[src/rtl/wb_commit_if.sv]
// Handshake and bus bundle between the memory stage, the writeback stage and the register file.
// The slave modport is the writeback stage; the master modport is everything around it.
interface wb_commit_if #(
    parameter int XLEN = 64,
    parameter int NREG = 32,
    parameter int CNTW = 64
);
    localparam int RW = $clog2(NREG);

    logic            in_valid;
    logic            in_ready;
    logic [XLEN-1:0] in_pc;
    logic [XLEN-1:0] in_alu;
    logic [XLEN-1:0] in_mem;
    logic [2:0]      in_addr_lo;
    logic [1:0]      in_size;
    logic            in_unsigned;
    logic            in_mem_r;
    logic            in_link;
    logic [RW-1:0]   in_rd;
    logic            in_reg_w;
    logic            flush;
    logic            out_valid;
    logic            out_ready;
    logic            out_reg_w;
    logic [RW-1:0]   out_rd;
    logic [XLEN-1:0] out_data;
    logic [XLEN-1:0] out_pc;
    logic [CNTW-1:0] retire_cnt;

    modport slave (
        input  in_valid, in_pc, in_alu, in_mem, in_addr_lo, in_size, in_unsigned,
               in_mem_r, in_link, in_rd, in_reg_w, flush, out_ready,
        output in_ready, out_valid, out_reg_w, out_rd, out_data, out_pc, retire_cnt
    );

    modport master (
        output in_valid, in_pc, in_alu, in_mem, in_addr_lo, in_size, in_unsigned,
               in_mem_r, in_link, in_rd, in_reg_w, flush, out_ready,
        input  in_ready, out_valid, out_reg_w, out_rd, out_data, out_pc, retire_cnt
    );
endinterface

[src/rtl/wb_commit.sv]
// Writeback/commit stage: selects link/load/ALU result and presents it to the register file.
// Latency 1 cycle accept-to-out_valid; in_ready = !out_valid | out_ready, outputs hold while stalled.
module wb_commit #(
    parameter int XLEN = 64,
    parameter int NREG = 32,
    parameter int CNTW = 64
) (
    input  logic        clk,
    input  logic        rst,
    wb_commit_if.slave  bus
);
    localparam int RW = $clog2(NREG);
    localparam int SW = $clog2(XLEN);

    logic [2:0]      off;
    logic [1:0]      sz;
    logic [6:0]      nbits;
    logic [SW-1:0]   msb;
    logic [XLEN-1:0] shifted;
    logic [XLEN-1:0] mask;
    logic [XLEN-1:0] ld;
    logic [XLEN-1:0] sel;

    logic            valid_q;
    logic            regw_q;
    logic [RW-1:0]   rd_q;
    logic [XLEN-1:0] data_q;
    logic [XLEN-1:0] pc_q;
    logic [CNTW-1:0] cnt_q;

    logic accept;
    logic retire;

    // Load extraction: sign/zero fill is done with a mask above the selected width,
    // so straddling offsets simply yield the shifted, truncated word.
    always_comb begin
        off = bus.in_addr_lo;
        sz  = bus.in_size;
        if (XLEN == 32) begin
            off[2] = 1'b0;
            if (sz == 2'd3) sz = 2'd2;
        end
        shifted = bus.in_mem >> {off, 3'b000};
        case (sz)
            2'd0:    nbits = 7'd8;
            2'd1:    nbits = 7'd16;
            2'd2:    nbits = 7'd32;
            default: nbits = 7'd64;
        endcase
        msb  = SW'(nbits - 7'd1);
        mask = {XLEN{1'b1}} << nbits;
        ld   = (shifted & ~mask) | ((!bus.in_unsigned && shifted[msb]) ? mask : '0);
        if (bus.in_link)
            sel = bus.in_pc + XLEN'(4);
        else if (bus.in_mem_r)
            sel = ld;
        else
            sel = bus.in_alu;
    end

    assign bus.in_ready = !valid_q | bus.out_ready;
    assign accept       = bus.in_valid & bus.in_ready & !bus.flush;
    assign retire       = valid_q & bus.out_ready;

    always_ff @(posedge clk) begin
        if (rst) begin
            valid_q <= 1'b0;
            regw_q  <= 1'b0;
            rd_q    <= '0;
            data_q  <= '0;
            pc_q    <= '0;
            cnt_q   <= '0;
        end else begin
            if (accept) begin
                valid_q <= 1'b1;
                regw_q  <= bus.in_reg_w & (bus.in_rd != '0);
                rd_q    <= bus.in_rd;
                data_q  <= sel;
                pc_q    <= bus.in_pc;
            end else if (bus.flush || retire) begin
                valid_q <= 1'b0;
            end
            if (retire) cnt_q <= cnt_q + CNTW'(1);
        end
    end

    assign bus.out_valid  = valid_q;
    assign bus.out_reg_w  = valid_q & regw_q;
    assign bus.out_rd     = rd_q;
    assign bus.out_data   = data_q;
    assign bus.out_pc     = pc_q;
    assign bus.retire_cnt = cnt_q;
endmodule

[src/flat_wrapper.sv]
// flat-port wrapper written by rule: the top's interface ports become plain ports
module wb_commit_flat 
#(
    parameter int XLEN = 64,
    parameter int NREG = 32,
    parameter int CNTW = 64
)
  (clk, rst, bus_in_valid, bus_in_pc, bus_in_alu, bus_in_mem, bus_in_addr_lo, bus_in_size, bus_in_unsigned, bus_in_mem_r, bus_in_link, bus_in_rd, bus_in_reg_w, bus_flush, bus_out_ready, bus_in_ready, bus_out_valid, bus_out_reg_w, bus_out_rd, bus_out_data, bus_out_pc, bus_retire_cnt);
  wb_commit_if #(.XLEN(XLEN), .NREG(NREG), .CNTW(CNTW)) bus_i ();
  input  logic clk;
  input  logic rst;
  input wire logic [$bits(bus_i.in_valid)-1:0] bus_in_valid;
  input wire logic [$bits(bus_i.in_pc)-1:0] bus_in_pc;
  input wire logic [$bits(bus_i.in_alu)-1:0] bus_in_alu;
  input wire logic [$bits(bus_i.in_mem)-1:0] bus_in_mem;
  input wire logic [$bits(bus_i.in_addr_lo)-1:0] bus_in_addr_lo;
  input wire logic [$bits(bus_i.in_size)-1:0] bus_in_size;
  input wire logic [$bits(bus_i.in_unsigned)-1:0] bus_in_unsigned;
  input wire logic [$bits(bus_i.in_mem_r)-1:0] bus_in_mem_r;
  input wire logic [$bits(bus_i.in_link)-1:0] bus_in_link;
  input wire logic [$bits(bus_i.in_rd)-1:0] bus_in_rd;
  input wire logic [$bits(bus_i.in_reg_w)-1:0] bus_in_reg_w;
  input wire logic [$bits(bus_i.flush)-1:0] bus_flush;
  input wire logic [$bits(bus_i.out_ready)-1:0] bus_out_ready;
  output wire logic [$bits(bus_i.in_ready)-1:0] bus_in_ready;
  output wire logic [$bits(bus_i.out_valid)-1:0] bus_out_valid;
  output wire logic [$bits(bus_i.out_reg_w)-1:0] bus_out_reg_w;
  output wire logic [$bits(bus_i.out_rd)-1:0] bus_out_rd;
  output wire logic [$bits(bus_i.out_data)-1:0] bus_out_data;
  output wire logic [$bits(bus_i.out_pc)-1:0] bus_out_pc;
  output wire logic [$bits(bus_i.retire_cnt)-1:0] bus_retire_cnt;
  assign bus_i.in_valid = bus_in_valid;
  assign bus_i.in_pc = bus_in_pc;
  assign bus_i.in_alu = bus_in_alu;
  assign bus_i.in_mem = bus_in_mem;
  assign bus_i.in_addr_lo = bus_in_addr_lo;
  assign bus_i.in_size = bus_in_size;
  assign bus_i.in_unsigned = bus_in_unsigned;
  assign bus_i.in_mem_r = bus_in_mem_r;
  assign bus_i.in_link = bus_in_link;
  assign bus_i.in_rd = bus_in_rd;
  assign bus_i.in_reg_w = bus_in_reg_w;
  assign bus_i.flush = bus_flush;
  assign bus_i.out_ready = bus_out_ready;
  assign bus_in_ready = bus_i.in_ready;
  assign bus_out_valid = bus_i.out_valid;
  assign bus_out_reg_w = bus_i.out_reg_w;
  assign bus_out_rd = bus_i.out_rd;
  assign bus_out_data = bus_i.out_data;
  assign bus_out_pc = bus_i.out_pc;
  assign bus_retire_cnt = bus_i.retire_cnt;
  wb_commit #(.XLEN(XLEN), .NREG(NREG), .CNTW(CNTW)) u_core (.clk(clk), .rst(rst), .bus(bus_i));
endmodule
[config.mk]
export PLATFORM = sky130hd
export DESIGN_NAME = wb_commit_flat
export DESIGN_NICKNAME = d
export VERILOG_FILES = /design/src/rtl/wb_commit_if.sv /design/src/rtl/wb_commit.sv /design/src/flat_wrapper.sv
export SDC_FILE = /design/constraint.sdc
export NUM_CORES = 1
export LEC_CHECK = 0
export ABC_AREA = 1
export CAP_MARGIN = 10
export CORE_UTILIZATION = 30
export CTS_CLUSTER_SIZE = 16
export DETAILED_ROUTE_END_ITERATION = 6
export PLACE_DENSITY = 0.68
export SLEW_MARGIN = 20
export SYNTH_ARGS = -nofsm -noshare
export SYNTH_HDL_FRONTEND = slang
export SYNTH_SLANG_ARGS = --single-unit
export TNS_END_PERCENT = 100
[constraint.sdc]
create_clock -name clk -period 1.7 [get_ports clk]
set_input_delay 0.425 -clock clk [delete_from_list [all_inputs] [get_ports clk]]
set_output_delay 0.425 -clock clk [all_outputs]
set_load 0.005 [all_outputs]
==> impl_metrics.toml <==
[timing]
setup_tns_ns = -12.98
setup_viol_count_final = 146
finalClockSkew_ns = 0.01908
worst_slew_pin_slew_ns = 0.4946
min_period_over_period = 1.104
setup_ws_ns = -0.1764
rsz0062_at_grt = "yes"
timing.fmax_mhz = 532.9
min_period_ns = 1.876
hold_viol_final = 0
finalMaxSlewViolations = 0
slew_headroom = 0.6692

[placement]
dp_hpwl_mm = 57.21
portBuffers = 410
dp_slack_ns = -1.210
finalWeightedCongestion = 1.016
numPlacedInstances = 3464

[critical_path]
startpoint_type = "flop"
worstPathMaxFanout = 3
crit_type = "flop to flop"
end_kind = "flop"
cp.arrival_ns = 2.23
crit_required_ns = 2.06

[worst_hold_path]
hold_class = "input port to flop"

[synthesis]
synth_top_flop_cell = "dfxtp_1"
synth-edff-count = 0
ys_ff_latch = 199
synth_top_area_frac = 0.3069
synth_cell_type_count = 46
synth_nets = 2325
synth_area_leader_cell = "dfxtp_1"
syn_area_per_cell_um2 = 6.147
synthTopCellsByArea = "dfxtp_1, nand2_1, nor2_1, a21oi_1, o21ai_0"
ys_warn_count = 0
syn-instance-count = 2112
synth-async-reset-ratio = 0
ys_seq_area_frac = 0.3069
netlist_area_um2 = 12980

[floorplan]
die_y_um = 210.0
die_w_um = 210.0
start_util = 0.3068
design.core.area_um2 = 42320
row_count = 75
dieArea_um2 = 44110
ioPinCount = 411

[detailed_routing]
drtPass1Iterations = 6
routed_via_density = 5.188
wl_per_cell_um = 20.89
routed_wirelength_mm = 76.07
dr.first_iter.drc_count = 1662
ant_nets = 0
drc = 0
routed-via-count = 18888

[run_status]
status = "complete, but fails checks"
failed_checks = "setup timing"

[power]
power_mw = 13.35
peakVddDrop_v = 0.0006777
p_leak_nw = 11.75
powerDensity_nw_per_um2 = 522.4

[grt]
grt_max_degree = 79
grt_antenna_before_repair = 1
grt_pass1_vias = 17884
grt.total_usage = 0.3169
grt_pass1_wl_mm = 105.4
grt_overflow = 0

[cells_and_area]
final_cell_mix = "buf_4, nand2_1, nor2_1, dlygate4sd2_1"
drive_gt1_frac = 0.4216
layoutNonFillerInstCount = 3641
area_delta_synth_final_pct = 96.79
mostFrequentLayoutCell = "buf_4"
nets = 3262

[clock_tree]
root_buffer = "clkbuf_16"
clock_latency_ns = 0.48
cts_tree = "built"
cts.sinks = 199
cts_buffers = 17
h-tree-depth = 4
clkTransAtPathRegs_ns = 0.09
clockBufferDepth = 2

[flow_run]
max_cap_violations = 0
[where the power goes]
| part | switching (mW) | leakage (nW) | internal (mW) |
|---|---|---|---|
| Sequential | 0.180 | 1.68 | 4.88 |
| Clock | 2.29 | 0.287 | 2.00 |
| Combinational | 2.11 | 9.77 | 1.88 |
| Total | 4.59 | 11.7 | 8.76 |
[final cells by class]
cell class,count,area (um2)
fillers,3944,16770
clock inverters,15,168.9
repair buffers,1032,9338
well taps,577,721.9
clock buffers,17,425.4
multi-input cells,1626,10020
repair inverters,1,6.256
inverters,172,693.2
diodes,2,5.005
flip-flops and latches,199,4174
[cell usage after synthesis (9+ instances only)]
cell	instances
nand2_1	437
nor2_1	351
a21oi_1	219
dfxtp_1	199
o21ai_0	198
inv_1	164
nand3_1	131
clkbuf_1	82
xor2_1	69
nor3_1	57
nand4_1	36
o211ai_1	23
or2_2	15
buf_1	14
buf_2	14
xnor2_1	13
mux2i_1	10
a31oi_1	9
[metrics by stage]
step | util | hold WS, ns | area, um2
after floorplan | - | 0.4454 | 13020
after global placement | 0.4996 | 0.4542 | 21140
after detailed placement | 0.4996 | 0.4547 | 21140
after CTS | 0.5504 | 0.3646 | 23290
after global routing | 0.6035 | 0.2695 | 25540
final | 0.6037 | 0.2765 | 25550
[routing by layer]
metal,vias to the layer above,global-route usage,share of wire
met2,927,0.5410,0.48
met5,-,0,0.00017
met4,2,0.1060,0.040
li1,8829,-,-
met3,149,0.05051,0.074
met1,8981,0.4051,0.41
[timing repair]
item                                    CTS  global route
endpoints found under the setup margin  301           151
resized for setup                       700           503
pin swaps                                86           148
gates cloned                              3            25
hold buffers                              0             0
buffers inserted                         82            41
[registers in the layout (all words and copies together) (netlist names)]
name,count
u_core.regw_q,1
u_core.bus.out_valid,1
u_core.bus.out_data,64
u_core.bus.retire_cnt,64
u_core.bus.out_rd,5
u_core.bus.out_pc,64
[path summary, 6_finish.rpt]
path                                                        startpoint  slack, ns  cells past startpoint                                endpoint
worst min-delay path                                     bus_in_pc[12]       0.28                      3      u_core.bus.out_pc[12]$_SDFFE_PP0P_
worst min register to register              u_core.regw_q$_SDFFE_PP0P_       0.48                      2              u_core.regw_q$_SDFFE_PP0P_
worst max-delay path            u_core.bus.retire_cnt[15]$_SDFFE_PP0P_      -0.18                     10  u_core.bus.retire_cnt[54]$_SDFFE_PP0P_
worst max register to register  u_core.bus.retire_cnt[15]$_SDFFE_PP0P_      -0.18                     10  u_core.bus.retire_cnt[54]$_SDFFE_PP0P_
[critical path: stages (launching register included)]
cell     delay, ns
dfxtp_2       0.34
buf_4         0.12
inv_1         0.07
nor3_2        0.19
nand3_1       0.15
buf_4         0.17
nor3_4        0.22
nand3_2       0.17
nor2_4        0.15
xnor2_1       0.13
nor2_1        0.05
[cells by family after synthesis]
logic type	synth area share
flops	0.3069
xor+xnor	0.05532
mux	0.007710
buf+inv	0.08886
fa+ha+maj	0.001927
simple gates	0.3534
compound gates	0.1859
Power figures use the tool's default switching activity.
